### src/rtl/stash_writeback_scanner_if.sv
// Slot stream from the write-back scanner to the path writeback datapath.
// The scanner drives the master side; the datapath drives OutReady.
interface stash_writeback_scanner_if #(
  parameter int unsigned ORAML        = 31,
  parameter int unsigned StashEAWidth = 7,
  localparam int unsigned LevelWidth  = $clog2(ORAML + 1)
);
  logic [StashEAWidth-1:0] OutSAddr;
  logic                    OutReal;
  logic [LevelWidth-1:0]   OutLevel;
  logic                    OutValid;
  logic                    OutReady;

  modport master (output OutSAddr, OutReal, OutLevel, OutValid, input OutReady);
  modport slave  (input OutSAddr, OutReal, OutLevel, OutValid, output OutReady);
endinterface

### src/rtl/stash_writeback_scanner.sv
// Walks the stash scan table leaf-to-root after a scan, emitting one slot per
// bucket entry to the writeback datapath and clearing each entry as it is read.
module stash_writeback_scanner #(
  parameter int unsigned ORAML        = 31,
  parameter int unsigned ORAMZ        = 4,
  parameter int unsigned ZSlotWidth   = 2,
  parameter int unsigned StashEAWidth = 7,
  localparam int unsigned ORAMLP1         = ORAML + 1,
  localparam int unsigned LevelWidth      = $clog2(ORAMLP1),
  localparam int unsigned ScanTableAWidth = LevelWidth + ZSlotWidth
) (
  input  logic                       Clock,
  input  logic                       Reset_n,
  input  logic                       TableReady,
  input  logic                       Start,
  output logic [ScanTableAWidth-1:0] InSTAddr,
  output logic                       InSTValid,
  output logic                       InSTReset,
  input  logic [StashEAWidth-1:0]    OutSTAddr,
  input  logic                       OutSTValid,
  stash_writeback_scanner_if.master  out_if,
  output logic                       Busy,
  output logic                       Done,
  output logic [ScanTableAWidth:0]   RealCount
);

  localparam int unsigned RcWidth = ScanTableAWidth + 1;
  localparam logic [StashEAWidth-1:0] SNULL    = '1;
  localparam logic [RcWidth-1:0]      MaxReal  = RcWidth'(ORAMZ * ORAMLP1);
  localparam logic [LevelWidth-1:0]   TopLevel = LevelWidth'(ORAML);
  localparam logic [ZSlotWidth-1:0]   LastSlot = ZSlotWidth'(ORAMZ - 1);

  typedef enum logic [2:0] {
    S_IDLE,
    S_READ,
    S_CLEAR,
    S_EMIT,
    S_DONE
  } state_e;

  state_e                     state_q;
  logic [LevelWidth-1:0]      level_q, level_d;
  logic [ZSlotWidth-1:0]      slot_q, slot_d;
  logic [ScanTableAWidth-1:0] st_addr_q;
  logic                       st_valid_q, st_reset_q;
  logic [StashEAWidth-1:0]    saddr_q;
  logic                       real_q;
  logic                       out_valid_q;
  logic                       busy_q, done_q;
  logic [RcWidth-1:0]         real_cnt_q, real_cnt_d;
  logic                       accept, slot_last, walk_end;

  always_comb begin
    accept     = out_valid_q & out_if.OutReady;
    slot_last  = (slot_q == LastSlot);
    slot_d     = slot_last ? '0 : slot_q + 1'b1;
    level_d    = slot_last ? level_q - 1'b1 : level_q;
    walk_end   = slot_last && (level_q == '0);
    real_cnt_d = (real_q && (real_cnt_q != MaxReal)) ? real_cnt_q + 1'b1 : real_cnt_q;
  end

  always_ff @(posedge Clock or negedge Reset_n) begin
    if (!Reset_n) begin
      state_q     <= S_IDLE;
      level_q     <= '0;
      slot_q      <= '0;
      st_addr_q   <= '0;
      st_valid_q  <= 1'b0;
      st_reset_q  <= 1'b0;
      saddr_q     <= SNULL;
      real_q      <= 1'b0;
      out_valid_q <= 1'b0;
      busy_q      <= 1'b0;
      done_q      <= 1'b0;
      real_cnt_q  <= '0;
    end else begin
      case (state_q)
        S_IDLE: begin
          if (Start && TableReady) begin
            state_q    <= S_READ;
            level_q    <= TopLevel;
            slot_q     <= '0;
            real_cnt_q <= '0;
            st_addr_q  <= {TopLevel, {ZSlotWidth{1'b0}}};
            st_valid_q <= 1'b1;
            busy_q     <= 1'b1;
          end
        end
        S_READ: begin
          st_valid_q <= 1'b0;
          st_reset_q <= 1'b1;
          state_q    <= S_CLEAR;
        end
        S_CLEAR: begin
          // Missing read data is treated as a dummy slot rather than a bogus address.
          st_reset_q  <= 1'b0;
          saddr_q     <= OutSTValid ? OutSTAddr : SNULL;
          real_q      <= OutSTValid && (OutSTAddr != SNULL);
          out_valid_q <= 1'b1;
          state_q     <= S_EMIT;
        end
        S_EMIT: begin
          if (accept) begin
            out_valid_q <= 1'b0;
            real_q      <= 1'b0;
            saddr_q     <= SNULL;
            real_cnt_q  <= real_cnt_d;
            if (walk_end) begin
              done_q  <= 1'b1;
              state_q <= S_DONE;
            end else begin
              slot_q     <= slot_d;
              level_q    <= level_d;
              st_addr_q  <= {level_d, slot_d};
              st_valid_q <= 1'b1;
              state_q    <= S_READ;
            end
          end
        end
        S_DONE: begin
          done_q  <= 1'b0;
          busy_q  <= 1'b0;
          state_q <= S_IDLE;
        end
        default: state_q <= S_IDLE;
      endcase
    end
  end

  assign InSTAddr        = st_addr_q;
  assign InSTValid       = st_valid_q;
  assign InSTReset       = st_reset_q;
  assign out_if.OutSAddr = saddr_q;
  assign out_if.OutReal  = real_q;
  assign out_if.OutLevel = level_q;
  assign out_if.OutValid = out_valid_q;
  assign Busy            = busy_q;
  assign Done            = done_q;
  assign RealCount       = real_cnt_q;

endmodule

### src/flat_wrapper.sv
// flat-port wrapper written by rule: the top's interface ports become plain ports
module stash_writeback_scanner_flat 
#(
  parameter int unsigned ORAML        = 31,
  parameter int unsigned ORAMZ        = 4,
  parameter int unsigned ZSlotWidth   = 2,
  parameter int unsigned StashEAWidth = 7,
  localparam int unsigned ORAMLP1         = ORAML + 1,
  localparam int unsigned LevelWidth      = $clog2(ORAMLP1),
  localparam int unsigned ScanTableAWidth = LevelWidth + ZSlotWidth
)
  (Clock, Reset_n, TableReady, Start, InSTAddr, InSTValid, InSTReset, OutSTAddr, OutSTValid, Busy, Done, RealCount, out_if_OutSAddr, out_if_OutReal, out_if_OutLevel, out_if_OutValid, out_if_OutReady);
  stash_writeback_scanner_if #(.ORAML(ORAML), .StashEAWidth(StashEAWidth)) out_if_i ();
  input  logic Clock;
  input  logic Reset_n;
  input  logic TableReady;
  input  logic Start;
  output logic [ScanTableAWidth-1:0] InSTAddr;
  output logic InSTValid;
  output logic InSTReset;
  input  logic [StashEAWidth-1:0] OutSTAddr;
  input  logic OutSTValid;
  output logic Busy;
  output logic Done;
  output logic [ScanTableAWidth:0] RealCount;
  output wire logic [$bits(out_if_i.OutSAddr)-1:0] out_if_OutSAddr;
  output wire logic [$bits(out_if_i.OutReal)-1:0] out_if_OutReal;
  output wire logic [$bits(out_if_i.OutLevel)-1:0] out_if_OutLevel;
  output wire logic [$bits(out_if_i.OutValid)-1:0] out_if_OutValid;
  input wire logic [$bits(out_if_i.OutReady)-1:0] out_if_OutReady;
  assign out_if_OutSAddr = out_if_i.OutSAddr;
  assign out_if_OutReal = out_if_i.OutReal;
  assign out_if_OutLevel = out_if_i.OutLevel;
  assign out_if_OutValid = out_if_i.OutValid;
  assign out_if_i.OutReady = out_if_OutReady;
  stash_writeback_scanner #(.ORAML(ORAML), .ORAMZ(ORAMZ), .ZSlotWidth(ZSlotWidth), .StashEAWidth(StashEAWidth)) u_core (.Clock(Clock), .Reset_n(Reset_n), .TableReady(TableReady), .Start(Start), .InSTAddr(InSTAddr), .InSTValid(InSTValid), .InSTReset(InSTReset), .OutSTAddr(OutSTAddr), .OutSTValid(OutSTValid), .out_if(out_if_i), .Busy(Busy), .Done(Done), .RealCount(RealCount));
endmodule
### config.mk
export PLATFORM = sky130hd
export DESIGN_NAME = stash_writeback_scanner_flat
export DESIGN_NICKNAME = d
export VERILOG_FILES = /design/src/rtl/stash_writeback_scanner_if.sv /design/src/rtl/stash_writeback_scanner.sv /design/src/flat_wrapper.sv
export SDC_FILE = /design/constraint.sdc
export NUM_CORES = 1
export LEC_CHECK = 0
export CORE_MARGIN = 5
export CORE_UTILIZATION = 51
export DETAILED_ROUTE_END_ITERATION = 7
export PLACE_DENSITY_LB_ADDON = 0.08
export SETUP_SLACK_MARGIN = 0.1
export SYNTH_ARGS = -nofsm -noshare
export SYNTH_HDL_FRONTEND = slang
export SYNTH_SLANG_ARGS = --single-unit
### constraint.sdc
create_clock -name Clock -period 2.79 [get_ports Clock]
set_input_delay 0.558 -clock Clock [delete_from_list [all_inputs] [get_ports Clock]]
set_output_delay 0.558 -clock Clock [all_outputs]
set_load 0.02 [all_outputs]
==> run metrics <==
Post-CTS Setup Repair Bufs 0; Arr. time, crit path 1.47 ns; final setup violation count 0; Routed WL 3.856 mm; via count 1496; Die ar. 4488 um^2; RD Place Congestion 0.8050; number of routed nets with antenna violations 0; hold_buf cts 0; crit-path cells clkdlybuf4s50_1; grt total ovfl 0; clock buffer depth 2; initial antenna violation count 0; Crit path buffers/inverters 1; Power Internal 1.146 mW; minimum clock period 2.029 ns; Layout area overhead 31.65%; H-tree depth 2; Vias/cell 5.624; mapped cell area 1657 um^2; worst setup path class reg -> out; Reg power frac 0.382; core area 3078 um^2; post-synthesis cell count 178; Post-Syn Nets 195; FP Rows 20; register bit total from synthesis 31; # nets final 238; GRT Util Overall 0.1820; HP Class reg -> reg; post-DP HPWL 2.805 mm; Worst Setup SP u_core.InSTAddr[5]$_DFFE_PN0P_; clock sink total 31; CTS tree yes; first-pass GRT wire length 6.216 mm; Logic pwr share 0.461; Max Clock Skew 0.01101 ns; max_cap viols 0; Slew @ Worst Pin 0.6452 ns; fmax 0.4928 GHz; total CTS buffers 5; critical path launch point type register; Fin. Hold Viols 0; LEAKAGE 0.9139 nW; CP Max Fanout 8; initial core utilization 0.5382; ANT cells 0; Pwr Density 873.7 nW/um^2; layout cells sized above 1 0.09459; Hold Crit Start u_core.out_if.OutSAddr[0]$_DFFE_PN1P_; Final Power 1.905 mW; Worst path slowest cell clkdlybuf4s50_1; commonest non-fill, non-tap cell in the layout clkdlybuf4s50_1; io pins 46; Hold WS 0.5059 ns; post-cts resize count 0; max_slew headroom 0.5653; Synth async-reset ratio 1.000; initial drt markers 106; yosys warns 0; Crit path max-delay family buffers and inverters; Buffers on Ports 45; sequential-to-total area share from yosys stat 0.4736; clock root cell clkbuf_4; Worst R2R Start u_core.state_q[1]$_DFFE_PN0P_; number of enable flip-flop cells after synthesis 0; run status completed; Clock Power Share 0.156; RSZ-0062 raised after global routing false; clk_lat worst skew 0.32 ns; Worst path max stage delay 0.66 ns; DR pass1 iterations 4; syn_area_per_cell 9.307 um^2; wire per inst 14.50 um; Slew Limit Fails 0; Net Sw Frac 0.3985; Critical Path Sink Type output pin; largest net degree at the start of global routing 32; maximum VDD drop 463.3 uV; clock slew at reported path FFs 0.10 ns; Main synth FF type dfrtp_1; Crit path required time 2.23 ns; DRC 0; Psw 759.3 uW; Yosys cell types 42; commonest cells after routing, fill and taps aside 45 x clkdlybuf4s50_1, 26 x nor2_1, 24 x dfrtp_1; vias in the first global route 1390; setup TNS 0 ns; Die Width 67.00 um; Final period util 0.7273; Chip Height 67.00 um
==> power by group through the flow <==
stage,registers (mW),logic [mW],clock network [mW]
6_report,0.729,0.879,0.298
5_1_grt,0.754,0.950,0.328
4_1_cts,0.727,0.888,0.308
3_5_place_dp,0.736,0.886,0
3_3_place_gp,0.727,0.864,0
2_1_floorplan,0.844,0.419,0
==> cells by family after synthesis <==
family / Yosys count / synth area share
adders and majority gates: 4 / 0.03021
muxes: 2 / 0.01209
xor gates and xnor gates: 1 / 0.005288
AOI/OAI and AO/OA: 47 / 0.1843
DFF: 31 / 0.4736
and+or+nand+nor: 74 / 0.2372
buffers and inverters: 19 / 0.05741
==> cells in the mapped netlist, drive strengths merged (2+ instances only) <==
library cell | count | share of area
or2 | 2 | 0.0076
o211ai | 2 | 0.0091
inv | 8 | 0.018
a21o | 2 | 0.0091
ha | 4 | 0.030
dfrtp | 24 | 0.36
nor3 | 9 | 0.027
buf | 9 | 0.035
nand4 | 5 | 0.019
a22o | 3 | 0.016
clkbuf | 2 | 0.0045
nand2 | 10 | 0.023
o22ai | 6 | 0.023
and3 | 3 | 0.011
and4 | 2 | 0.011
o22a | 2 | 0.011
mux2i | 2 | 0.012
dfstp | 7 | 0.11
nor2b | 4 | 0.015
nor2 | 26 | 0.059
nand3 | 4 | 0.012
o21ai | 7 | 0.021
a21oi | 17 | 0.051
nand3b | 2 | 0.017
==> registers in the layout, indices dropped and copies added (netlist names), 3 cells and up <==
name	cells
u_core.InSTAddr	7
u_core.RealCount	8
u_core.out_if.OutSAddr	7
u_core.state_q	3
==> area by class of cell <==
class / instances / area (um^2)
Clock buffer: 8 / 68.82
Sequential cell: 31 / 784.5
Multi-Input combinational cell: 128 / 777.0
Fill cell: 246 / 897.1
Timing Repair Buffer: 47 / 465.4
Inverter: 8 / 30.03
Tap cell: 44 / 55.05
==> stage by stage <==
| step | std cells | setup WS (ns) | area, um^2 | utilization |
|---|---|---|---|---|
| after global placement | 258 | 0.5636 | 2112 | 0.6862 |
| after CTS | 266 | 0.7484 | 2181 | 0.7085 |
| final | 266 | 0.7609 | 2181 | 0.7085 |
| after floorplan | 178 | 1.058 | 1657 | - |
| after global routing | 266 | 0.6881 | 2181 | 0.7085 |
| after detailed placement | 258 | 0.4738 | 2112 | 0.6862 |
==> per-layer routing <==
metal | track usage | vias up | share of wire | routed length [um]
met3 | 0.05228 | 6 | 0.070 | 269
met4 | 0.04557 | 0 | 0.0091 | 35
li1 | - | 717 | - | -
met5 | 0 | - | 0 | 0
met1 | 0.2319 | 723 | 0.44 | 1692
met2 | 0.3020 | 50 | 0.48 | 1860
==> final timing paths <==
check,to,slack (ns),cells after the start
setup / recovery,out_if_OutLevel[3],0.76,1
hold / removal,u_core.out_if.OutSAddr[0]$_DFFE_PN1P_,0.51,2
setup reg to reg,u_core.InSTAddr[3]$_DFFE_PN0P_,0.90,4
hold reg to reg,u_core.out_if.OutSAddr[0]$_DFFE_PN1P_,0.51,2
max in group asynchronous,u_core.out_if.OutSAddr[5]$_DFFE_PN1P_,1.84,2
min in group asynchronous,u_core.InSTAddr[1]$_DFFE_PN0P_,0.62,2
No activity file was read; power rests on OpenSTA's default activity.
